$ cat src/rtl/glyph_pkg.sv
// Shared pixel constants, FSM state type and the seven-segment map used by the digit glyph ROMs.
package glyph_pkg;

   localparam logic [5:0]  PIX_WHITE   = 6'h3F;
   localparam logic [5:0]  PIX_BLACK   = 6'h00;
   localparam int unsigned GLYPH_W_DEF = 8;
   localparam int unsigned GLYPH_H_DEF = 16;

   typedef enum logic [1:0] {IDLE, STREAM, DRAIN, DONE} state_t;

   typedef logic [3:0] bcd_t;

   // Lit segments as {a,b,c,d,e,f,g}; a = top bar, g = middle bar.
   function automatic logic [6:0] seg_of(input bcd_t v);
      logic [6:0] s;
      case (v)
         4'd0:    s = 7'b1111110;
         4'd1:    s = 7'b0110000;
         4'd2:    s = 7'b1101101;
         4'd3:    s = 7'b1111001;
         4'd4:    s = 7'b0110011;
         4'd5:    s = 7'b1011011;
         4'd6:    s = 7'b1011111;
         4'd7:    s = 7'b1110000;
         4'd8:    s = 7'b1111111;
         4'd9:    s = 7'b1111011;
         default: s = 7'b0000000;
      endcase
      return s;
   endfunction

endpackage

$ cat src/rtl/glyph_rom_mux.sv
// Ten combinational per-digit glyph ROMs (seven-segment style, black strokes on white)
// and the selector that picks one by BCD value, returning white for non-decimal codes.
module glyph_rom
   import glyph_pkg::*;
#(
   parameter int unsigned DIGIT   = 0,
   parameter int unsigned GLYPH_W = GLYPH_W_DEF,
   parameter int unsigned GLYPH_H = GLYPH_H_DEF
) (
   input  logic [4:0] col,
   input  logic [4:0] row,
   output logic [5:0] data
);

   localparam logic [4:0] LC = 5'd1;
   localparam logic [4:0] RC = 5'(GLYPH_W - 2);
   localparam logic [4:0] TR = 5'd1;
   localparam logic [4:0] MR = 5'(GLYPH_H / 2 - 1);
   localparam logic [4:0] BR = 5'(GLYPH_H - 2);
   localparam logic [6:0] SEG = seg_of(4'(DIGIT));

   logic hbar, upper, lower, on;

   // Strokes are one pixel wide, inset one pixel from the cell border.
   always_comb begin
      hbar  = (col >= LC) && (col <= RC);
      upper = (row >= TR) && (row <= MR);
      lower = (row >= MR) && (row <= BR);
      on    = (SEG[6] && row == TR && hbar) ||
              (SEG[5] && col == RC && upper) ||
              (SEG[4] && col == RC && lower) ||
              (SEG[3] && row == BR && hbar) ||
              (SEG[2] && col == LC && lower) ||
              (SEG[1] && col == LC && upper) ||
              (SEG[0] && row == MR && hbar);
      data  = on ? PIX_BLACK : PIX_WHITE;
   end

endmodule

module glyph_rom_mux
   import glyph_pkg::*;
#(
   parameter int unsigned GLYPH_W = GLYPH_W_DEF,
   parameter int unsigned GLYPH_H = GLYPH_H_DEF
) (
   input  bcd_t       digit,
   input  logic [4:0] col,
   input  logic [4:0] row,
   output logic [5:0] data
);

   logic [5:0] rom_data [10];

   for (genvar g = 0; g < 10; g++) begin : g_rom
      glyph_rom #(
         .DIGIT   (g),
         .GLYPH_W (GLYPH_W),
         .GLYPH_H (GLYPH_H)
      ) rom (
         .col  (col),
         .row  (row),
         .data (rom_data[g])
      );
   end

   always_comb begin
      data = PIX_WHITE;
      for (int i = 0; i < 10; i++) begin
         if (digit == 4'(i)) data = rom_data[i];
      end
   end

endmodule

$ cat src/rtl/glyph_streamer.sv
// Scans a BCD readout through the glyph ROMs and streams pixels row-major over valid/ready,
// blanking leading zeros when enabled.
module glyph_streamer
   import glyph_pkg::*;
#(
   parameter int unsigned NUM_DIGITS    = 4,
   parameter int unsigned GLYPH_W       = GLYPH_W_DEF,
   parameter int unsigned GLYPH_H       = GLYPH_H_DEF,
   parameter bit          BLANK_LEADING = 1'b1
) (
   input  logic                    clk,
   input  logic                    reset_n,
   input  logic                    start,
   input  logic [4*NUM_DIGITS-1:0] digits_in,
   input  logic                    pix_ready,
   output logic [5:0]              pix_data,
   output logic                    pix_valid,
   output logic                    pix_last,
   output logic                    busy,
   output logic                    done
);

   localparam int unsigned DW = $clog2(NUM_DIGITS) + 1;

   state_t                  state_q, state_d;
   logic [4:0]              col_q, row_q;
   logic [DW-1:0]           dig_q;
   bcd_t                    digit_q [NUM_DIGITS];
   logic [NUM_DIGITS-1:0]   blank_q, blank_c;
   logic                    seen_c;
   bcd_t                    cur_digit_c;
   logic                    cur_blank_c;
   logic [5:0]              rom_data_c, pix_c;
   logic                    load_c, accept_c, last_pos_c;

   // Leading-zero mask from the live input; captured together with the digits at start.
   always_comb begin
      seen_c  = 1'b0;
      blank_c = '0;
      for (int i = 0; i < int'(NUM_DIGITS); i++) begin
         if (digits_in[4*(int'(NUM_DIGITS)-1-i) +: 4] != 4'd0) seen_c = 1'b1;
         blank_c[i] = BLANK_LEADING && !seen_c && (i != int'(NUM_DIGITS) - 1);
      end
   end

   always_comb begin
      cur_digit_c = '0;
      cur_blank_c = 1'b0;
      for (int i = 0; i < int'(NUM_DIGITS); i++) begin
         if (dig_q == DW'(i)) begin
            cur_digit_c = digit_q[i];
            cur_blank_c = blank_q[i];
         end
      end
   end

   glyph_rom_mux #(
      .GLYPH_W (GLYPH_W),
      .GLYPH_H (GLYPH_H)
   ) u_rom (
      .digit (cur_digit_c),
      .col   (col_q),
      .row   (row_q),
      .data  (rom_data_c)
   );

   always_comb begin
      pix_c      = cur_blank_c ? PIX_WHITE : rom_data_c;
      accept_c   = pix_valid && pix_ready;
      load_c     = (state_q == STREAM) && (!pix_valid || pix_ready);
      last_pos_c = (row_q == 5'(GLYPH_H - 1)) && (dig_q == DW'(NUM_DIGITS - 1)) &&
                   (col_q == 5'(GLYPH_W - 1));
   end

   always_ff @(posedge clk or negedge reset_n) begin
      if (!reset_n) state_q <= IDLE;
      else          state_q <= state_d;
   end

   always_comb begin
      state_d = state_q;
      case (state_q)
         IDLE:    if (start) state_d = STREAM;
         STREAM:  if (load_c && last_pos_c) state_d = DRAIN;
         DRAIN:   if (accept_c) state_d = DONE;
         DONE:    state_d = IDLE;
         default: state_d = IDLE;
      endcase
   end

   // Status flags track the state being entered so they line up with it.
   always_ff @(posedge clk or negedge reset_n) begin
      if (!reset_n) begin
         busy <= 1'b0;
         done <= 1'b0;
      end else begin
         busy <= (state_d == STREAM) || (state_d == DRAIN);
         done <= (state_d == DONE);
      end
   end

   // Frame capture, scan counters and the output register.
   always_ff @(posedge clk or negedge reset_n) begin
      if (!reset_n) begin
         col_q     <= '0;
         row_q     <= '0;
         dig_q     <= '0;
         blank_q   <= '0;
         pix_data  <= '0;
         pix_valid <= 1'b0;
         pix_last  <= 1'b0;
         for (int i = 0; i < int'(NUM_DIGITS); i++) digit_q[i] <= '0;
      end else begin
         if (state_q == IDLE && start) begin
            col_q   <= '0;
            row_q   <= '0;
            dig_q   <= '0;
            blank_q <= blank_c;
            for (int i = 0; i < int'(NUM_DIGITS); i++)
               digit_q[i] <= digits_in[4*(int'(NUM_DIGITS)-1-i) +: 4];
         end
         if (load_c) begin
            pix_data  <= pix_c;
            pix_valid <= 1'b1;
            pix_last  <= last_pos_c;
            if (!last_pos_c) begin
               if (col_q == 5'(GLYPH_W - 1)) begin
                  col_q <= '0;
                  if (dig_q == DW'(NUM_DIGITS - 1)) begin
                     dig_q <= '0;
                     row_q <= row_q + 5'd1;
                  end else begin
                     dig_q <= dig_q + DW'(1);
                  end
               end else begin
                  col_q <= col_q + 5'd1;
               end
            end
         end else if (accept_c) begin
            pix_valid <= 1'b0;
            pix_last  <= 1'b0;
         end
      end
   end

endmodule

$ cat config.mk
export PLATFORM = sky130hd
export DESIGN_NAME = glyph_streamer
export DESIGN_NICKNAME = d
export VERILOG_FILES = /design/src/rtl/glyph_pkg.sv /design/src/rtl/glyph_rom_mux.sv /design/src/rtl/glyph_streamer.sv
export SDC_FILE = /design/constraint.sdc
export NUM_CORES = 1
export LEC_CHECK = 0
export CAP_MARGIN = 20
export CORE_MARGIN = 2
export CORE_UTILIZATION = 45
export CTS_CLUSTER_DIAMETER = 120
export DETAILED_ROUTE_END_ITERATION = 6
export GPL_TIMING_DRIVEN = 0
export HOLD_SLACK_MARGIN = 0.05
export PLACE_DENSITY = 0.79
export SYNTH_ARGS = -nofsm -noshare
export SYNTH_HDL_FRONTEND = slang
export SYNTH_SLANG_ARGS = --single-unit
$ cat constraint.sdc
create_clock -name clk -period 3.6 [get_ports clk]
set_clock_uncertainty 0.2 [all_clocks]
set_input_delay 0.9 -clock clk [delete_from_list [all_inputs] [get_ports clk]]
set_output_delay 0.9 -clock clk [all_outputs]
set_load 0.1 [all_outputs]
Yosys cells after proc, flatten, opt, wreduce, memory -nomap -nowiden --
Cells that the tools add are included.
Word-level totals: bits in registers 44, input port bits 20, output and inout port bits 10, logic and storage cells 152
Operators by class: $add $sub $neg 3, order comparisons 6, equality and inequality tests 25, multiplexer cells 53, reductions and logical operators 51
Operator list (count):
- 6-bit two-way mux | 21
- 5-bit two-way mux | 9
- 1-bit logical OR | 24
- 4-bit by 3-bit == test with 1-bit output, second input constant | 4
- 1-bit logical AND | 16
- 4-bit two-way mux | 4
- 5-bit by 3-bit == test with 1-bit output, second input constant | 3
- 3-bit two-way mux | 5
- 4-bit nonzero test | 3
- 5-bit by 1-bit adder with 5-bit output, second input constant | 2
- 5-bit by 1-bit == test with 1-bit output, second input constant | 2
- 5-bit by 4-bit == test with 1-bit output, second input constant | 2
- 5-bit by 1-bit >= comparator with 1-bit output, second input constant | 2
- 5-bit by 3-bit <= comparator with 1-bit output, second input constant | 2
- 1-bit two-way mux | 10
- 2-bit == test, second input constant | 4
- 4-bit by 2-bit == test with 1-bit output, second input constant | 2
- 4-bit == test, second input constant | 2
- 2-bit one-hot mux with 4 select lines | 1
- 3-bit by 2-bit == test with 1-bit output, second input constant | 2
- 2-bit two-way mux | 3
- 5-bit by 3-bit >= comparator with 1-bit output, second input constant | 1
- 5-bit by 4-bit <= comparator with 1-bit output, second input constant | 1
- 2-bit by 1-bit == test with 1-bit output, second input constant | 2
- 8 further kinds | 11

Depth between registers and ports, before layout --
depth in word-level cells 20, depth in mapped cells 10, gate-level depth less buffers 9

Modules after synthesis --
A second synthesis with hierarchy kept.
Unflattened totals: cell total of the unflattened synthesis 499, area, all modules 4035.1 um^2
Modules (own cells, without submodules):
- glyph_streamer | times used 1, cells an instance 232, area an instance 2170.8 um^2, seq. area each 1101.1 um^2
- glyph_rom_mux | times used 1, cells an instance 98, area an instance 685.7 um^2, seq. area each 0.0 um^2
- glyph_rom at u_rom.g_rom[6].rom | times used 1, cells an instance 23, area an instance 155.1 um^2, seq. area each 0.0 um^2
- glyph_rom at u_rom.g_rom[8].rom | times used 1, cells an instance 19, area an instance 147.6 um^2, seq. area each 0.0 um^2
- glyph_rom at u_rom.g_rom[2].rom | times used 1, cells an instance 19, area an instance 141.4 um^2, seq. area each 0.0 um^2
- glyph_rom at u_rom.g_rom[9].rom | times used 1, cells an instance 18, area an instance 122.6 um^2, seq. area each 0.0 um^2
- glyph_rom at u_rom.g_rom[4].rom | times used 1, cells an instance 16, area an instance 121.4 um^2, seq. area each 0.0 um^2
- glyph_rom at u_rom.g_rom[5].rom | times used 1, cells an instance 17, area an instance 117.6 um^2, seq. area each 0.0 um^2
- glyph_rom at u_rom.g_rom[3].rom | times used 1, cells an instance 17, area an instance 106.4 um^2, seq. area each 0.0 um^2
- glyph_rom at u_rom.g_rom[0].rom | times used 1, cells an instance 16, area an instance 102.6 um^2, seq. area each 0.0 um^2
- glyph_rom at u_rom.g_rom[7].rom | times used 1, cells an instance 14, area an instance 92.6 um^2, seq. area each 0.0 um^2
- glyph_rom at u_rom.g_rom[1].rom | times used 1, cells an instance 10, area an instance 71.3 um^2, seq. area each 0.0 um^2

Least setup slack after synthesis --
No wires, ideal clock.
kind flip-flop to output port, from register pix_data[4] (netlist name), to output pix_data[1], arrival 1.407 ns, required time 2.500 ns, path slack 1.093 ns, cell stages (with the launch flop) 2, path buffers 1, cells stage by stage dfrtp_1 -> buf_4
RTL lines:
- to (decl) | line glyph_streamer.sv:16 | output logic [5:0] pix_data,

Worst setup path after layout --
from register pix_data[4], to output pix_data[4]
RTL lines:
- from (signal assigned) | line glyph_streamer.sv:123 | pix_data <= pix_c;
No word-level cell between the ends.

==> impl_metrics.csv <==
group,metric,value,unit
global_route,antenna_found_initial,0,
clock_tree,clock_latency,0.29,ns
clock_tree,cts_tree,"built",
timing,period_share,0.863,
synthesis,async_flop_share,1.00,
floorplan,die_width,75.6,microns
layout,syn2layout_area_growth,21.2,%
floorplan,die-area,0.00572,sq mm
clock_tree,clk_pin_slew_worst_paths,0.08,ns
timing,layout_min_cycle_time,3.11,ns
placement,place.gp.congestion,0.925,
clock_tree,root_buffer,"clkbuf_8",
setup_path,max_stage_delay,1.12,ns
floorplan,coreArea,0.00504,sq mm
power,vdd_drop_max,0.000442,V
setup_path,path_cells,"buf_4 > clkdlybuf4s50_1",
global_route,grt_pass1_wl,8370,microns
drt,wl_per_cell,13.1,microns
global_route,grtUsageTotal,0.193,
clock_tree,hold_buffers,0,
drt,drcViolationCount,0,
timing,hold_slack,0.272,ns
global_route,grt-ovfl-total,0,
setup_path,crit_type,"reg2out",
min_path,min_path_type,"reg2reg",
synthesis,syn_nets,302,
timing,rsz0062_at_grt,"no",
global_route,grt_max_degree,40,
synthesis,ys_seq_area_frac,0.423,
synthesis,synth_cell_types,51,
drt,wirelength,4960,microns
synthesis,synth-edff-count,0,
timing,finalHoldViolCount,0,
placement,port_buffers,29,
timing,maxSlewViolCount,0,
setup_path,cp_max_fo,7,
setup_path,startpoint_type,"flop",
run_status,status,"finished clean",
drt,avgViaCountPerCell,5.37,
clock_tree,cts_buffers,5,
setup_path,end_kind,"primary output",
floorplan,rows,26,
power,p_leak,0.00124,uW
synthesis,synth_seq_cells,39,
clock_tree,htreeDepth,2,
timing,fmax,322,MHz
floorplan,die_h,75.6,microns
timing,tightestPinTransition,0.969,ns
drt,drtIter0Drc,143,
timing,tns,0,ns
drt,drtAntennaViolNets,0,
placement,dpl.cell_count,369,
synthesis,ys.flop_type,"dfrtp_1",
layout,nNetsFinal,338,
timing,setup_viol,0,
timing,relSlewSlack,0.352,
synthesis,syn_avg_cell_area,8.55,sq um
setup_path,arrival,2.01,ns
layout,drive_gt1_frac,0.0879,
floorplan,start_util,0.458,
setup_path,critPathSlowestCell,"clkdlybuf4s50_1",
global_route,grt_pass1_vias,1873,
drt,drtPass1Iterations,4,
layout,diodes,0,
drt,vias,2025,
clock_tree,cts_buffer_depth,2,
placement,detailed_place_hpwl,3650,microns
clock_tree,cts_sinks,39,
flow_run,drv_cap,0,
power,power.density_cell_area,692,mW/mm^2
synthesis,ys_warn_count,0,
setup_path,crit_required,2.50,ns
layout,final_cell_count_no_fill,377,
floorplan,io_pins,30,
synthesis,syn_inst,270,
clock_tree,ctsResizeCount,0,
clock_tree,cts_setup_buffers,0,
synthesis,syn_area,0.00231,sq mm
final cells by class:
cell class / count / area, sq um
sequential: 39 / 976
buffer: 15 / 83.8
inverter: 11 / 41.3
multi-input combinational: 205 / 1210
timing repair buffer: 29 / 285
fill: 476 / 2240
tap: 70 / 87.6
clock inverter: 2 / 35.0
clock buffer: 6 / 82.6
power breakdown:
| part | switching, uW | internal (uW) |
|---|---|---|
| clock network | 156 | 224 |
| logic | 570 | 321 |
| registers | 97.0 | 569 |
worst paths after layout:
check	end	depth (start not counted)	startpoint	slack, ns
setup / recovery	pix_data[4]	2	pix_data[4]$_DFFE_PN0P_	0.49
hold / removal	digit_q[4]$_DFFE_PN0P_	2	digit_q[4]$_DFFE_PN0P_	0.27
setup reg to reg	pix_data[4]$_DFFE_PN0P_	9	dig_q[1]$_DFF_PN0_	0.84
hold reg to reg	digit_q[4]$_DFFE_PN0P_	2	digit_q[4]$_DFFE_PN0P_	0.27
max in group asynchronous	digit_q[0]$_DFFE_PN0P_	1	reset_n	2.15
min in group asynchronous	done$_DFF_PN0_	1	reset_n	0.51
per-stage QoR:
stage | instance area [sq um] | utilization | setup slack (ns) | total power, uW
after global routing | 2800 | 0.555 | 0.401 | 2070
after floorplan | 2310 | - | 1.09 | 1340
after global placement | 2690 | 0.533 | 0.391 | 1540
after CTS | 2800 | 0.555 | 0.473 | 1940
after detailed placement | 2680 | 0.532 | 0.393 | 1560
final | 2800 | 0.555 | 0.492 | 1940
registers in the layout (all words and copies together), names as in the netlist:
| signal | flops |
|---|---|
| col_q | 5 |
| done | 1 |
| dig_q | 3 |
| digit_q | 16 |
| busy | 1 |
| state_q | 2 |
| row_q | 5 |
| blank_q | 3 |
| pix_last | 1 |
| pix_valid | 1 |
| pix_data | 1 |
placed cells by master, fill, tap and decap left out, drive strengths merged, types with 11 or more instances in the layout:
| cell type | instances |
|---|---|
| inv | 11 |
| nand2 | 77 |
| nand3 | 16 |
| clkbuf | 13 |
| o21ai | 18 |
| nor2 | 18 |
| ha | 12 |
| dfrtp | 39 |
| clkdlybuf4s50 | 28 |
layer usage:
metal  vias up  wire length [microns]  track usage
li1       1008                      -            -
met1       946                   2190        0.244
met2        58                   2440        0.323
met3        13                    210       0.0397
met4         0                    113       0.0838
met5         -                      0            0
critical path: cells and delay by family (launching register included):
kind / cells / cell delay (ns)
buffers and inverters: 2 / 1.26
flip-flops: 1 / 0.45
synthesized netlist by cell type (3+ instances only):
| library cell | n | share of area |
|---|---|---|
| nand2_1 | 77 | 0.13 |
| dfrtp_1 | 39 | 0.42 |
| nor2_1 | 17 | 0.028 |
| o21ai_0 | 17 | 0.037 |
| nand3_1 | 16 | 0.035 |
| ha_1 | 12 | 0.065 |
| inv_1 | 11 | 0.018 |
| a21oi_1 | 9 | 0.020 |
| clkbuf_1 | 7 | 0.011 |
| buf_4 | 5 | 0.016 |
| nand2b_1 | 4 | 0.011 |
| a221o_1 | 3 | 0.013 |
| and3_1 | 3 | 0.0081 |
| nor2b_1 | 3 | 0.0081 |
| nor4_1 | 3 | 0.0081 |
kinds of logic (layout without fill, tap and decap cells):
kind of cell | count (synthesis) | in the layout | share of synthesized area
compound gates | 51 | 51 | 0.172
flops | 39 | 39 | 0.423
mux | 1 | 1 | 0.00488
fa+ha+maj | 12 | 12 | 0.0650
simple gates | 139 | 139 | 0.274
buf+inv | 26 | 63 | 0.0542
xor+xnor | 2 | 2 | 0.00759
Power figures use the tool's default switching activity.
==> patch (same settings) <==
The parameter `BLANK_LEADING` goes from 1'b1 to 1'b0.
--- a/src/rtl/glyph_streamer.sv
+++ b/src/rtl/glyph_streamer.sv
@@ -6,7 +6,7 @@
    parameter int unsigned NUM_DIGITS    = 4,
    parameter int unsigned GLYPH_W       = GLYPH_W_DEF,
    parameter int unsigned GLYPH_H       = GLYPH_H_DEF,
-   parameter bit          BLANK_LEADING = 1'b1
+   parameter bit          BLANK_LEADING = 1'b0
 ) (
    input  logic                    clk,
    input  logic                    reset_n,
Function: same outputs for any inputs over 10 cycles, from zero or initial values and one cycle with reset_n low; that may be too few to reach the edited logic, so the function may still have changed.
==> patch against the unedited design <==
Total power fell by 7.9%; critical path depth did not move; maximum frequency increased by 1.0%; synthesized area shrank 5.3%; global-route usage up 0.54 points; wire length is 2.4% lower; clock power decreased by 6.8%; utilization grew 0.92 points; count of clock-buffer cells in the layout unchanged; cell area decreased by 5.4%; worst setup slack improved by 0.031 ns; sequential cell count down 3; via count is 3.9% lower; critical path type unchanged; highest routed layer unchanged.
==> patch: results (changes against the unedited design) <==
biggest regs=digit_q: 16 flops, col_q: 5 flops, row_q: 5 flops; Slowest Stage Delay on Critical Path=1.12 ns (about the same); Clk pin slew, worst setup/hold paths=0.08 ns (about the same); H-tree level count=2 (unchanged); Leak=1.20 nW (-3.8%); post-CTS sizing=0 (unchanged); slack of the worst reg-to-reg path=1.17 ns (+0.33 ns); dpl ws=0.543 ns (+0.150 ns); GRT Total Usage=0.199 (+0.00543); Cells after DPL=340 (-7.9%); Clock Latency Late Sink=0.29 ns (about the same); Mapped Cells=257 (-4.8%); first-pass GRT wire length=8.34 mm (-0.32%); clk root buf=clkbuf_8; synth warn=0 (unchanged); Worst Path Arrival=1.98 ns (-0.03 ns); largest net degree at the start of global routing=37 (-7.5%); Port-buffer cells=29 (unchanged); HPWL after DPL=3.47 mm (-4.8%); min-delay worst type=flip-flop to flip-flop; DR vias/cell=5.59 (+4.1%); CTS Buf Count=5 (unchanged); Slew @ Worst Pin=0.981 ns (+0.0123 ns); hold wc startpoint=digit_q[14]$_DFFE_PN0P_; ys async rst share=1.00 (unchanged); filler cell count in the final layout=408 (-14%); RR Startpoint=row_q[0]$_DFF_PN0_; postcts setup bufs=0 (unchanged); clock buffer depth=2 (unchanged); 1st-pass router iterations=4 (unchanged); Area contributors post-synth=dfrtp_1 41%, nand2_1 13%, ha_1 6.9%; status=finished clean; worst r2r dst=pix_data[4]$_DFFE_PN0P_; worst hold stages=2 (unchanged); share of layout cells above drive strength 1=0.0952 (+0.00729); Placed Area=2540 um2 (-5.3%); Iter 0 DRT Violations=199 (+39%); nets=325 (-3.8%); Max IR drop VDD=0.364 mV (-18%); initial antenna violation count=0 (unchanged); worst hold endpoint=digit_q[14]$_DFFE_PN0P_; sequential share of the synthesized area=0.412 (-0.0109); distinct cell type count after synthesis=48 (-5.9%); wire length per cell=13.9 um (+5.7%); slowest CP cell=clkdlybuf4s50_1; synth cell count leaders=75 x nand2_1, 36 x dfrtp_1, 12 x ha_1, 11 x inv_1, 11 x nand3_1; Internal Power=0.00102 W (-8.8%); antenna cell count=0 (unchanged); gp weighted congestion=0.893 (-3.5%); Critical Path Fanout Max=7 (unchanged); total wire length=4.84 mm (-2.4%); Worst Reg-to-Reg Cells=8 (-1); vias in the first global route=1881 (+0.43%); post-synthesis net count=289 (-4.3%)
==> patch: critical path, delay by kind of cell (launching register included) <==
| family | cells | cell delay [ns] |
|---|---|---|
| DFF | 1 | 0.43 |
| buffers and inverters | 2 | 1.26 |
==> patch: cell type report <==
type,instances,area (um2),share of cell area
clock buffers,6,72.6,0.0274
flip-flops and latches,36,901,0.340
well taps,54,67.6,0.0255
plain buffers,13,72.6,0.0274
inverters,13,48.8,0.0184
multi-input cells,195,1170,0.440
clock inverters,2,35.0,0.0132
repair buffers,29,285,0.108
==> patch: logic make-up (layout without fill, tap and decap cells) <==
| group | after synthesis | after routing | synth area share |
|---|---|---|---|
| xor gates and xnor gates | 2 | 2 | 0.00801 |
| and+or+nand+nor | 134 | 134 | 0.300 |
| muxes | 1 | 1 | 0.00457 |
| buffers and inverters | 26 | 63 | 0.0555 |
| AOI/OAI and AO/OA | 46 | 46 | 0.152 |
| adders and majority gates | 12 | 12 | 0.0686 |
| DFF | 36 | 36 | 0.412 |
==> patch: worst max path at each step <==
| stage | start | endpoint | slack [ns] | cells past startpoint |
|---|---|---|---|---|
| after global placement | pix_ready | row_q[3]$_DFF_PN0_ | 0.54 | 8 |
| after CTS | pix_data[4]$_DFFE_PN0P_ | pix_data[3] | 0.50 | 2 |
| final | pix_data[4]$_DFFE_PN0P_ | pix_data[3] | 0.52 | 2 |
| after detailed placement | pix_ready | row_q[3]$_DFF_PN0_ | 0.54 | 8 |
| after floorplan | pix_data[4]$_DFFE_PN0P_ | pix_data[1] | 1.09 | 1 |
| after global routing | pix_data[4]$_DFFE_PN0P_ | pix_data[5] | 0.43 | 2 |
==> patch: per-stage QoR <==
stage | power (W) | util | hold WS [ns]
2_1_floorplan | 0.00124 | - | 0.237
3_3_place_gp | 0.00141 | 0.543 | 0.252
3_5_place_dp | 0.00143 | 0.542 | 0.259
4_1_cts | 0.00178 | 0.565 | 0.277
5_1_grt | 0.00190 | 0.565 | 0.308
6_report | 0.00178 | 0.565 | 0.277
==> patch: power groups by stage <==
| stage | sequential [W] | combinational [W] | clock [W] |
|---|---|---|---|
| floorplan | 0.000606 | 0.000633 | 0 |
| global placement | 0.000576 | 0.000836 | 0 |
| detailed placement | 0.000580 | 0.000848 | 0 |
| CTS | 0.000575 | 0.000854 | 0.000355 |
| global route | 0.000589 | 0.000930 | 0.000377 |
| finish | 0.000575 | 0.000855 | 0.000354 |
==> patch: metal layers <==
metal / routed length (um) / up-vias / global-route usage
met2: 2240 / 51 / 0.319
met1: 2240 / 921 / 0.260
met4: 115 / 0 / 0.0788
met3: 245 / 12 / 0.0439
met5: 0 / - / 0
li1: - / 962 / -
